<file path="config.mk">
export PLATFORM = sky130hd
export DESIGN_NAME = piso_serializer_flat
export DESIGN_NICKNAME = d
export VERILOG_FILES = /design/src/rtl/piso_serializer_if.sv /design/src/rtl/piso_serializer.sv /design/src/flat_wrapper.sv
export SDC_FILE = /design/constraint.sdc
export NUM_CORES = 1
export LEC_CHECK = 0
export CAP_MARGIN = 20
export CORE_MARGIN = 2
export CORE_UTILIZATION = 53
export CTS_CLUSTER_DIAMETER = 120
export DETAILED_ROUTE_END_ITERATION = 12
export GPL_TIMING_DRIVEN = 0
export PLACE_DENSITY = 0.82
export SETUP_SLACK_MARGIN = 0.02
export SKIP_LAST_GASP = 1
export SLEW_MARGIN = 10
export SYNTH_ARGS = -nofsm -noshare
export SYNTH_HDL_FRONTEND = slang
export SYNTH_SLANG_ARGS = --single-unit
</file>
<file path="constraint.sdc">
create_clock -name clk_i -period 4.15 [get_ports clk_i]
set_clock_uncertainty 0.2 [all_clocks]
set_input_delay 1.0375 -clock clk_i [delete_from_list [all_inputs] [get_ports clk_i]]
set_output_delay 1.0375 -clock clk_i [all_outputs]
set_load 0.005 [all_outputs]
</file>
<file path="src/rtl/piso_serializer_if.sv">
// Handshake and serial-side signal bundle for piso_serializer.
// master: word producer / serial consumer; slave: the serializer itself.
interface piso_serializer_if #(
    parameter int unsigned WIDTH = 8
);
    logic             en_i;
    logic             valid_i;
    logic             ready_o;
    logic [WIDTH-1:0] data_i;
    logic             dir_i;
    logic             data_o;
    logic             sdv_o;
    logic             last_o;

    modport master (
        output en_i,
        output valid_i,
        input  ready_o,
        output data_i,
        output dir_i,
        input  data_o,
        input  sdv_o,
        input  last_o
    );

    modport slave (
        input  en_i,
        input  valid_i,
        output ready_o,
        input  data_i,
        input  dir_i,
        output data_o,
        output sdv_o,
        output last_o
    );
endinterface

</file>
<file path="src/rtl/piso_serializer.sv">
// Parallel-in, serial-out converter with valid/ready word intake.
// Words shift out MSB-first (dir=0) or LSB-first (dir=1), one bit per
// enabled clock; last_o marks the final bit of each frame.
// Optional macro PISO_PARITY_EN appends an even-parity bit to every frame.
module piso_serializer #(
    parameter int unsigned WIDTH = 8
) (
    input logic              clk_i,
    input logic              rstn_i,
    piso_serializer_if.slave bus
);

`ifdef PISO_PARITY_EN
    localparam int unsigned FRAME = WIDTH + 1;
`else
    localparam int unsigned FRAME = WIDTH;
`endif
    localparam int unsigned CW = $clog2(FRAME + 1);

    typedef enum logic {
        IDLE,
        SHIFT
    } state_t;

    state_t           state;
    logic [WIDTH-1:0] shreg;
    logic [WIDTH-1:0] shifted;
    logic [CW-1:0]    cnt;
    logic             dir;
    logic             sbit;
    logic             sdv;
    logic             last;
    logic             ready;
    logic             accept;
    logic             consume;
`ifdef PISO_PARITY_EN
    logic             parity;
`endif

    // Handshake decode; ready reopens on the last bit so frames can abut.
    always_comb begin
        ready   = (state == IDLE) | (last & bus.en_i);
        accept  = bus.valid_i & ready;
        consume = (state == SHIFT) & bus.en_i;
        shifted = dir ? (shreg >> 1) : (shreg << 1);
    end

    // Drive the interface outputs from registered state.
    always_comb begin
        bus.ready_o = ready;
        bus.data_o  = sbit;
        bus.sdv_o   = sdv;
        bus.last_o  = last;
    end

    // Frame sequencer: accept, shift, and registered serial outputs.
    // An accept can only coincide with consuming the last bit, so it takes
    // priority and reloads directly for back-to-back frames.
    always_ff @(posedge clk_i or negedge rstn_i) begin
        if (!rstn_i) begin
            state  <= IDLE;
            shreg  <= '0;
            cnt    <= '0;
            dir    <= 1'b0;
            sbit   <= 1'b0;
            sdv    <= 1'b0;
            last   <= 1'b0;
`ifdef PISO_PARITY_EN
            parity <= 1'b0;
`endif
        end else if (accept) begin
            state  <= SHIFT;
            shreg  <= bus.data_i;
            dir    <= bus.dir_i;
            cnt    <= '0;
            sbit   <= bus.dir_i ? bus.data_i[0] : bus.data_i[WIDTH-1];
            sdv    <= 1'b1;
            last   <= 1'b0;
`ifdef PISO_PARITY_EN
            parity <= ^bus.data_i;
`endif
        end else if (consume) begin
            if (last) begin
                state <= IDLE;
                shreg <= '0;
                cnt   <= '0;
                sbit  <= 1'b0;
                sdv   <= 1'b0;
                last  <= 1'b0;
            end else begin
                shreg <= shifted;
                cnt   <= cnt + 1'b1;
                last  <= (cnt == CW'(FRAME - 2));
`ifdef PISO_PARITY_EN
                if (cnt == CW'(WIDTH - 1)) begin
                    sbit <= parity;
                end else begin
                    sbit <= dir ? shifted[0] : shifted[WIDTH-1];
                end
`else
                sbit  <= dir ? shifted[0] : shifted[WIDTH-1];
`endif
            end
        end
    end

endmodule

</file>
<file path="src/flat_wrapper.sv">
// flat-port wrapper written by rule: the top's interface ports become plain ports
module piso_serializer_flat 
#(
    parameter int unsigned WIDTH = 8
)
  (clk_i, rstn_i, bus_en_i, bus_valid_i, bus_ready_o, bus_data_i, bus_dir_i, bus_data_o, bus_sdv_o, bus_last_o);
  piso_serializer_if #(.WIDTH(WIDTH)) bus_i ();
  input logic clk_i;
  input logic rstn_i;
  input wire logic [$bits(bus_i.en_i)-1:0] bus_en_i;
  input wire logic [$bits(bus_i.valid_i)-1:0] bus_valid_i;
  output wire logic [$bits(bus_i.ready_o)-1:0] bus_ready_o;
  input wire logic [$bits(bus_i.data_i)-1:0] bus_data_i;
  input wire logic [$bits(bus_i.dir_i)-1:0] bus_dir_i;
  output wire logic [$bits(bus_i.data_o)-1:0] bus_data_o;
  output wire logic [$bits(bus_i.sdv_o)-1:0] bus_sdv_o;
  output wire logic [$bits(bus_i.last_o)-1:0] bus_last_o;
  assign bus_i.en_i = bus_en_i;
  assign bus_i.valid_i = bus_valid_i;
  assign bus_ready_o = bus_i.ready_o;
  assign bus_i.data_i = bus_data_i;
  assign bus_i.dir_i = bus_dir_i;
  assign bus_data_o = bus_i.data_o;
  assign bus_sdv_o = bus_i.sdv_o;
  assign bus_last_o = bus_i.last_o;
  piso_serializer #(.WIDTH(WIDTH)) u_core (.clk_i(clk_i), .rstn_i(rstn_i), .bus(bus_i));
endmodule
</file>
==> metrics.sh <==
RUN_STATUS='finished clean'
INITIAL_UTILIZATION_PCT=55.90
GRT_UTIL_MET1_PCT=25.93
POST_ROUTE_CELLS_DRIVE_ABOVE_1_SHARE_PCT=14.58
WORSTSETUPENDPOINTTYPE='output port'
DIE_WIDTH_UM=43.86
WORST_SKEW_PAIR.LATE_LATENCY_PS=280
VIAS_IN_THE_FIRST_GLOBAL_ROUTE=624
SYNTH.YOSYS.WARNINGS=0
REG2REG_TO='u_core.dir'
ROUTED_WIRE_LENGTH_PER_INSTANCE_UM=14.67
CRIT_FANOUT=7
FINAL.PERIOD_UTILIZATION_PCT=84.46
POWER.LEAKAGE_nW=0.4852
ARRIVAL_PS=2270
YS_SEQ_ELEMENTS=16
WORST-SETUP-PATH-TYPE='in2out'
SYNTH_SEQUENTIAL_AREA_RATIO_PCT=47.55
TRITONCTS='built'
FIN_WORST_HOLD_SLACK_PS=322.2
FIRST_ITER_VIOLATIONS=18
MAPPEDNETLISTNETS=91
DETAIL_ROUTE.DRC_VIOLATIONS=0
GRT_USE_MET2_PCT=30.88
WORST_SETUP_HOLD_PATH_CLK_SLEW_PS=90
SETUP_VIOL=0
FIN_NETS=112
FINAL-MAX-SLEW-VIOLATION-COUNT=0
CTS_MAX_PATH_BUFFERS=2
CTS-HTREE-LEVELS=1
GLOBAL_ROUTE.USAGE.MET3_PCT=3.750
FINALWORSTPATHREQUIREDPERIOD_PS=3505
DETAILED_PLACE_HPWL_UM=1207
TRITONCTS_NUM_SINKS=16
ROUTED_WIRE_LENGTH_UM=1643
PLACEDINSTANCEAREA_UM2=1022
GRT_USAGE_PCT=19.34
MOSTFREQUENTLAYOUTCELLS='16 x clkdlybuf4s50_1, 16 x dfrtp_1, 9 x nor2_1, 9 x a221o_1'
VIAS_PER_CELL=5.884
ANT_NETS=0
POSTCTSSETUPBUFFERS=0
MAXIMUM_NUMBER_OF_PINS_ON_ONE_NET_BEFORE_GLOBAL_ROUTE_REPAIR=17
CTS_BUFFERS=3
CTS-HOLD-FIX-BUFFERS=0
POWER_DENSITY_OVER_CELL_AREA_nW_PER_UM2=474.5
REG2REG_DEPTH=4
MIN_FROM='u_core.cnt[3]'
TIMING.MAX_SLEW.REL_SLACK_PCT=51.26
REG2REG_SLACK_PS=2570
PORT-BUFFER-COUNT=16
POST_CTS_RESIZE_COUNT=0
FINAL-HOLD-VIOLATION-COUNT=0
VIAS=659
CRITICAL_PATH.STARTPOINT_TYPE='input port'
WORSTSETUPENDPOINT='bus_ready_o'
MAPPEDNETLISTAREA_UM2=842.1
REGTOREGSTARTPOINT='u_core.bus.sdv_o'
IR_WORST_VDD_uV=279.3
CLOCKROOTBUFFER='clkbuf_4'
BOUNDARYPINS=17
MOST_USED_ROUTING_LAYER='met2'
POST_SYNTH_NUM_CELL_TYPES=24
SETUP.WORST_PATH.START='bus_en_i'
PLACE_CONGESTION=0.7586
MAX-CAP-VIOLATIONS=0
LAYOUT.CELL_AREA.NON_FILLER_UM2=1059
DESIGN.CORE.AREA_UM2=1506
ANTENNA_FOUND_INITIAL=0
FIRSTDRTPASSITERS=4
NETLIST_INSTANCES=76
WORST_HOLD_PATH_TYPE='reg2reg'
ROW_COUNT=14
SYNTHESIS.AREA_PER_INSTANCE_UM2=11.08
CRITICAL_PATH_REQUIRED_PS=2910
GLOBALROUTEOVERFLOWTOTAL=0
MAX_CLOCK_FREQ_MHz=285.3
SYN_TO_FINAL_GROWTH_PCT=25.71
SETUP_TOTAL_NEGATIVE_SLACK_PS=0
GRT_FIRST_PASS_WIRELENGTH_UM=2732
RSZ0062_AT_GRT='false'
AREA_OF_THE_DIE_UM2=1924
MAX_SLEW.WORST_PIN.SLEW_PS=728.8
ANTENNA_CELLS_INSERTED=0
DIE_HEIGHT_UM=43.86
==> state kept, by name, summed over array words and instances (netlist names) <==
name / cells
u_core.dir: 1
u_core.bus.sdv_o: 1
u_core.cnt: 4
u_core.shreg: 8
u_core.bus.data_o: 1
u_core.bus.last_o: 1
==> per-layer routing <==
layer,vias to the layer above,wire length (um)
met5,-,0
met2,15,762
li1,320,-
met3,2,65
met4,0,15
met1,322,799
==> how the worst min path moves through the flow <==
| stage | cells past startpoint | to |
|---|---|---|
| after floorplan | 1 | u_core.bus.last_o |
| after global placement | 1 | u_core.bus.last_o |
| after detailed placement | 1 | u_core.shreg[0] |
| after CTS | 1 | u_core.bus.last_o |
| after global routing | 1 | u_core.shreg[0] |
| final | 1 | u_core.bus.last_o |
==> area by class of cell <==
type,instances,area [um2]
fill,115,447.9
sequential,16,400.4
multi-input combinational,53,397.9
timing repair buffer,16,160.2
clock buffer,4,36.28
buffer,4,32.53
tap,16,20.02
inverter,3,11.26
==> power breakdown <==
| part | leakage, nW | internal (W) | switching (W) |
|---|---|---|---|
| registers | 0.205 | 0.000202 | 0.0000386 |
| logic | 0.259 | 0.0000944 | 0.0000650 |
| clock network | 0.0210 | 0.0000534 | 0.0000491 |
==> logic make-up after synthesis <==
family          after synthesis  share of synthesized area, %
compound gates               17                         17.83
flops                        16                         47.55
mux                          10                         12.78
buf+inv                       7                         5.200
fa+ha+maj                     2                         2.971
simple gates                 24                         13.67
==> critical path: stages <==
cell and delay (ps):
clkdlybuf4s50_1 590, a21boi_2 100, inv_1 60, clkdlybuf4s50_1 490
==> through the flow <==
stage | util, % | power, W | cells | setup slack, ps
5_1_grt | 70.27 | 0.0005370 | 112 | 596.3
3_5_place_dp | 67.86 | 0.0004022 | 108 | 641.1
2_1_floorplan | - | 0.0003498 | 76 | 1680
6_report | 70.27 | 0.0005023 | 112 | 645.0
3_3_place_gp | 67.86 | 0.0003937 | 108 | 653.0
4_1_cts | 70.27 | 0.0005038 | 112 | 636.3
==> cells in the mapped netlist (all sizes together) <==
master	count	area [um2]
dfrtp	16	400.4
a221o	9	90.09
nor2	9	33.78
mux2i	7	70.07
nand2	7	26.28
buf	4	32.53
inv	3	11.26
mux2	3	37.53
nor2b	3	18.77
a21boi	2	18.77
ha	2	25.02
o21ai	2	10.01
a21oi	1	5.000
a32o	1	10.01
and3b	1	8.760
nand3	1	5.000
nand3b	1	7.510
o221ai	1	8.760
o31ai	1	7.510
or2	1	6.260
or2b	1	8.760
Note: power is estimated with default switching activity, not from simulation.
